$ cat src/rtl/i2s_mic_rx.sv
// ---------------------------------------------------------------------------
// i2s_mic_rx
//
// I2S master receiver for a 24-bit-in-32-slot MEMS microphone. The block
// generates the bit clock and word select from CLK, shifts in the serial data
// MSB first, and emits one signed 18-bit sample per frame from the selected
// channel. The sample comes with a one-CLK ready strobe.
//
// Parameters
//   CLK_DIV   CLK cycles per SCK half-period (>= 2); frame = 128*CLK_DIV CLK
//   CHANNEL   captured slot: 0 = left (WS low), 1 = right (WS high)
//   DC_SHIFT  DC-block time-constant shift (used with I2S_DCBLOCK_EN only)
//
// Optional feature
//   I2S_DCBLOCK_EN  when defined, a DC-blocking high-pass stage with a
//                   saturating output sits after capture, and the strobe
//                   comes one CLK later.
//
// Ports
//   CLK       in   system clock, all logic on posedge
//   nRST      in   synchronous active-low reset
//   I2S_SCK   out  bit clock to the microphone
//   I2S_WS    out  word select, 0 = left, 1 = right
//   I2S_SD    in   serial data from the microphone, MSB first
//   ADATA0    out  signed 18-bit sample, held between strobes
//   ADATARDY  out  one-CLK strobe, ADATA0 valid while high
// ---------------------------------------------------------------------------
module i2s_mic_rx #(
    parameter int CLK_DIV  = 22,
    parameter int CHANNEL  = 0,
    parameter int DC_SHIFT = 10
) (
    input  logic        CLK,
    input  logic        nRST,
    output logic        I2S_SCK,
    output logic        I2S_WS,
    input  logic        I2S_SD,
    output logic [17:0] ADATA0,
    output logic        ADATARDY
);

    localparam int DIV_W = (CLK_DIV > 2) ? $clog2(CLK_DIV) : 1;

    generate
        if (CLK_DIV < 2) begin : g_bad_div
            $error("i2s_mic_rx: CLK_DIV must be at least 2");
        end
        if (DC_SHIFT < 0) begin : g_bad_shift
            $error("i2s_mic_rx: DC_SHIFT must not be negative");
        end
    endgenerate

    logic [DIV_W-1:0] div_cnt;
    logic [5:0]       bit_cnt;
    logic [5:0]       bit_cnt_inc;
    logic [4:0]       slot_idx;
    logic [16:0]      shreg;     // the oldest bit is never needed, so 17 bits
    logic [17:0]      sample;
    logic             sd_q;
    logic             wrap;
    logic             rise;
    logic             fall;
    logic             in_slot;
    logic             capture;

    assign wrap        = (div_cnt == DIV_W'(CLK_DIV - 1));
    assign rise        = wrap && !I2S_SCK;
    assign fall        = wrap && I2S_SCK;
    assign bit_cnt_inc = bit_cnt + 6'd1;
    assign slot_idx    = bit_cnt[4:0];
    // Index 0 is the I2S delay bit; 1..18 are sample MSB..LSB; the rest are
    // truncated LSBs of the 24-bit word.
    assign in_slot     = (bit_cnt[5] == 1'(CHANNEL)) &&
                         (slot_idx >= 5'd1) && (slot_idx <= 5'd18);
    assign capture     = rise && in_slot && (slot_idx == 5'd18);
    assign sample      = {shreg, sd_q};

    // Bit clock, frame counter and word select.
    // NOTE: every register here uses <= so all flops update from the same
    // pre-edge values; a blocking = would let later lines see new values.
    always_ff @(posedge CLK) begin
        if (!nRST) begin
            div_cnt <= '0;
            I2S_SCK <= 1'b0;
            bit_cnt <= '0;
            I2S_WS  <= 1'b0;
            sd_q    <= 1'b0;
        end else begin
            sd_q <= I2S_SD;
            if (wrap) begin
                div_cnt <= '0;
                I2S_SCK <= ~I2S_SCK;
            end else begin
                div_cnt <= div_cnt + DIV_W'(1);
            end
            // WS follows the new counter MSB, so it flips on the falling edge
            // just before the delay bit of the next slot.
            if (fall) begin
                bit_cnt <= bit_cnt_inc;
                I2S_WS  <= bit_cnt_inc[5];
            end
        end
    end

    // NOTE: the shift register is a plain register, not a memory, so it is
    // cleared by reset like the rest of the datapath; a partial sample never
    // leaks across a reset.
    always_ff @(posedge CLK) begin
        if (!nRST) begin
            shreg <= '0;
        end else if (rise && in_slot) begin
            shreg <= sample[16:0];
        end
    end

`ifdef I2S_DCBLOCK_EN
    localparam int ACC_W = 18 + DC_SHIFT;
    localparam logic signed [ACC_W:0] Y_MAX = (ACC_W + 1)'(131071);
    localparam logic signed [ACC_W:0] Y_MIN = (ACC_W + 1)'(-131072);

    logic signed [ACC_W-1:0] acc;
    logic signed [ACC_W-1:0] acc_sh;
    logic signed [ACC_W:0]   y_full;
    logic [17:0]             x_q;
    logic [17:0]             y_sat;
    logic                    x_vld;

    // One-pole high-pass: acc tracks x << DC_SHIFT, y is x minus that mean.
    assign acc_sh = acc >>> DC_SHIFT;
    assign y_full = $signed({{(ACC_W - 17){x_q[17]}}, x_q}) -
                    $signed({acc_sh[ACC_W-1], acc_sh});

    // NOTE: y_sat gets a default before the conditions, so no path leaves it
    // unassigned and no latch is inferred.
    always_comb begin
        y_sat = y_full[17:0];
        if (y_full > Y_MAX) begin
            y_sat = 18'h1FFFF;
        end else if (y_full < Y_MIN) begin
            y_sat = 18'h20000;
        end
    end

    // The captured sample is registered first and filtered on the next CLK,
    // which is where the extra cycle of strobe latency comes from.
    always_ff @(posedge CLK) begin
        if (!nRST) begin
            x_q      <= '0;
            x_vld    <= 1'b0;
            acc      <= '0;
            ADATA0   <= '0;
            ADATARDY <= 1'b0;
        end else begin
            x_vld    <= capture;
            ADATARDY <= x_vld;
            if (capture) begin
                x_q <= sample;
            end
            if (x_vld) begin
                acc    <= acc + y_full[ACC_W-1:0];
                ADATA0 <= y_sat;
            end
        end
    end
`else
    always_ff @(posedge CLK) begin
        if (!nRST) begin
            ADATA0   <= '0;
            ADATARDY <= 1'b0;
        end else begin
            ADATARDY <= capture;
            if (capture) begin
                ADATA0 <= sample;
            end
        end
    end
`endif

endmodule

$ cat config.mk
export PLATFORM = sky130hd
export DESIGN_NAME = i2s_mic_rx
export DESIGN_NICKNAME = d
export VERILOG_FILES = /design/src/rtl/i2s_mic_rx.sv
export SDC_FILE = /design/constraint.sdc
export NUM_CORES = 1
export LEC_CHECK = 0
export CELL_PAD_IN_SITES_DETAIL_PLACEMENT = 1
export CELL_PAD_IN_SITES_GLOBAL_PLACEMENT = 2
export CORE_UTILIZATION = 37
export DETAILED_ROUTE_END_ITERATION = 10
export HOLD_SLACK_MARGIN = 0.05
export PLACE_DENSITY_LB_ADDON = 0.2
export SLEW_MARGIN = 25
export SYNTH_ARGS = -nofsm -noshare
export SYNTH_HDL_FRONTEND = slang
export SYNTH_SLANG_ARGS = --single-unit
export TNS_END_PERCENT = 5
$ cat constraint.sdc
create_clock -name CLK -period 2.7 [get_ports CLK]
set_input_delay 0.54 -clock CLK [delete_from_list [all_inputs] [get_ports CLK]]
set_output_delay 0.54 -clock CLK [all_outputs]
set_load 0.01 [all_outputs]
==> results by group <==
Power and ir drop
  – Power density over the cells: 531.5 mW/mm^2
  – Pleak: 1.061 nW
  – Worst vdd ir: 282.5 uV

Routing
  – Via density: between 4 and 5
  – Final ANT Viol Nets: 0
  – DR WL/cell: 13.82 um
  – Detailed Routing Iterations Pass 1: 3
  – Via count: 1330
  – Remaining routing DRC violations: 0
  – DRT iter0 DRCs: between 40 and 50
  – DRT Wirelength: 3.842 mm

Clock network
  – Cts repair resizes: 0
  – Clock buffer depth: 2
  – Clock Pin Slew Worst Setup and Hold Paths: 90 ps
  – Post-CTS Setup Bufs: 0
  – # H-tree levels: 2
  – CTS tree: built
  – Clk Tree Root Cell: clkbuf_8
  – Clk_lat worst skew: ~300 ps
  – # hold bufs at CTS: 0
  – Total clock sinks: 49
  – Total CTS buffers: 5

Critical path
  – Worst path cell trace: or4_4 > nor3_2 > a211o_1 > mux2i_1
  – Crit path buf inv count: 0
  – CP top delay family: simple AND/OR/NAND/NOR gates
  – Crit. End Element: flop
  – Setup crit start kind: flop
  – Critical path arrival: 2350 ps
  – Critical path peak fanout: 17
  – Slowest CP cell: a211o_1
  – Crit path largest cell delay: ~690 ps
  – Worst EP required: ~3000 ps
  – Critical path class: reg2reg

Synthesis
  – Area of the mapped netlist: ~0.0019 mm^2
  – Main synth FF type: dfxtp_1
  – Synth Warn #: 0
  – Yosys cell types: 28
  – Post-Syn Instances: 185
  – Post-Syn Nets: 193
  – Async S/R FF share, synth: 0%
  – Sequential fraction of the synthesis area: 51.72%
  – Yosys reg bits: 49
  – Number of synthesized flops with an enable pin: 0
  – Syn_area_per_cell: 10.25 um^2

STA
  – Tmin final: 2123 ps
  – Fin. Hold Viols: 0
  – Fin Hold WS: 475.5 ps
  – Setup violators final: 0
  – Fin crit share: 78.64%
  – Final worst setup slack: 576.7 ps
  – Layout Skew: ~11 ps
  – Unrepaired setup endpoints after global routing: no
  – Max Slew Vio Count: 0
  – Slew Limit Headroom: 44.01%
  – FMAX: 471.0 MHz
  – Least-Margin Pin Slew: roughly 840 ps
  – Final setup TNS: 0 ps

Final layout
  – Final net count: roughly 220
  – Antenna cells: 0
  – Layout cell share with drive strength beyond 1: under 10%
  – Register area: 980.9 um^2
  – Non-filler cells, final: 278
  – Footprint of the multi-input gates: 832.0 um^2
  – Layout area overhead: 19.59%
  – FILL cells: 565

Floorplan
  – Die ar.: approximately 0.0054 mm^2
  – Chip width: 73.60 um
  – Die Y: about 74 um
  – I/O pin cnt: 24
  – Core Region: 0.004817 mm^2
  – Rows: 25
  – Initial Utilization: between 30% and 40%

Job
  – Max_cap viols: 0

Global routing
  – Initial antenna violation count: 0
  – Total track usage: 15.85%
  – First-pass GRT wire length: about 6.4 mm
  – Number of global-route vias before repair: 1401
  – Overflow after GRT: 0
  – Largest net degree at the start of global routing: 27

Placed design
  – Number of port buffers: 23
  – Global placer's final weighted congestion: 0.7905
  – Setup WS pre-CTS: 576.2 ps
  – Dpl cells: 270
  – DP HPWL: 2.828 mm

Worst hold path
  – HP Class: reg2reg

Outcome
  – Status: complete, no violations
==> layout by cell type (no fill, tap or decap), drive strengths merged, types with 4 or more instances in the layout <==
cell type / netlist / final
clkdlybuf4s50: 0 / 23
nand3: 4 / 4
buf: 5 / 4
dfxtp: 49 / 49
clkbuf: 4 / 6
xor2: 4 / 4
mux2i: 35 / 35
nor2: 33 / 33
ha: 5 / 5
nand2: 23 / 23
==> final cells by class <==
cell class                 count  area share, %
timing repair buffer          27          11.47
tap                           67          3.696
sequential                    49          43.24
clock buffer                   6          3.640
clock inverter                 2         0.6067
inverter                       4         0.6619
multi-input combinational    123          36.68
==> cell usage after synthesis (2+ instances only) <==
| master | count | area share [%] |
|---|---|---|
| xor2_1 | 4 | 1.8 |
| dfxtp_1 | 49 | 52 |
| buf_4 | 3 | 1.2 |
| xnor2_1 | 3 | 1.4 |
| mux2i_1 | 35 | 18 |
| ha_1 | 5 | 3.3 |
| and2_1 | 3 | 0.99 |
| nand2_1 | 22 | 4.4 |
| o21bai_1 | 2 | 0.79 |
| nor4_1 | 2 | 0.66 |
| nand3_1 | 4 | 1.1 |
| nor2_1 | 32 | 6.3 |
| inv_1 | 3 | 0.59 |
| clkbuf_1 | 4 | 0.79 |
==> path summary, 6_finish.rpt <==
path	start	slack, ps	cells past startpoint	end
worst max-delay path	bit_cnt[1]	580	4	shreg[9]
worst min-delay path	div_cnt[0]	480	1	div_cnt[0]
worst max register to register	bit_cnt[1]	580	4	shreg[9]
worst min register to register	div_cnt[0]	480	1	div_cnt[0]
==> per-layer routing <==
metal	wire (um)	global-route usage (%)
met4	72	7.479
met2	1967	26.71
met1	1681	18.08
met5	0	0
met3	120	5.213
==> registers in the layout (all words and copies together) (netlist names) <==
register and flops:
bit_cnt 5, ADATA0 18, I2S_WS 1, I2S_SCK 1, sd_q 1, div_cnt 5
shreg 17, ADATARDY 1
==> cell families (layout without fill, tap and decap cells) <==
logic type | after synthesis | after routing | share of synthesized area, %
and+or+nand+nor | 71 | 71 | 16.95
DFF | 49 | 49 | 51.71
muxes | 35 | 35 | 18.47
buffers and inverters | 13 | 39 | 4.419
xor gates and xnor gates | 7 | 7 | 3.232
adders and majority gates | 5 | 5 | 3.298
AOI/OAI and AO/OA | 5 | 5 | 1.913
==> worst register-to-register path, stage by stage, from the launching register on <==
cell	delay (ps)
dfxtp_1	370
or4_4	550
nor3_2	160
a211o_1	690
mux2i_1	290
==> power breakdown <==
part	leakage [nW]	switching (W)	internal (W)
logic	0.614	0.0000161	0.00000911
clock network	0.0512	0.000242	0.000208
registers	0.395	0.00000440	0.000727
total	1.06	0.000262	0.000944
==> metrics by stage <==
step	area [um^2]	power, W	util (%)
global route	2268	0.001254	47.09
CTS	2268	0.001229	47.09
detailed placement	2172	0.0007744	45.09
global placement	2172	0.0007726	45.09
floorplan	1897	0.0007628	-
finish	2268	0.001206	47.09
(Power assumes the default switching activity.)
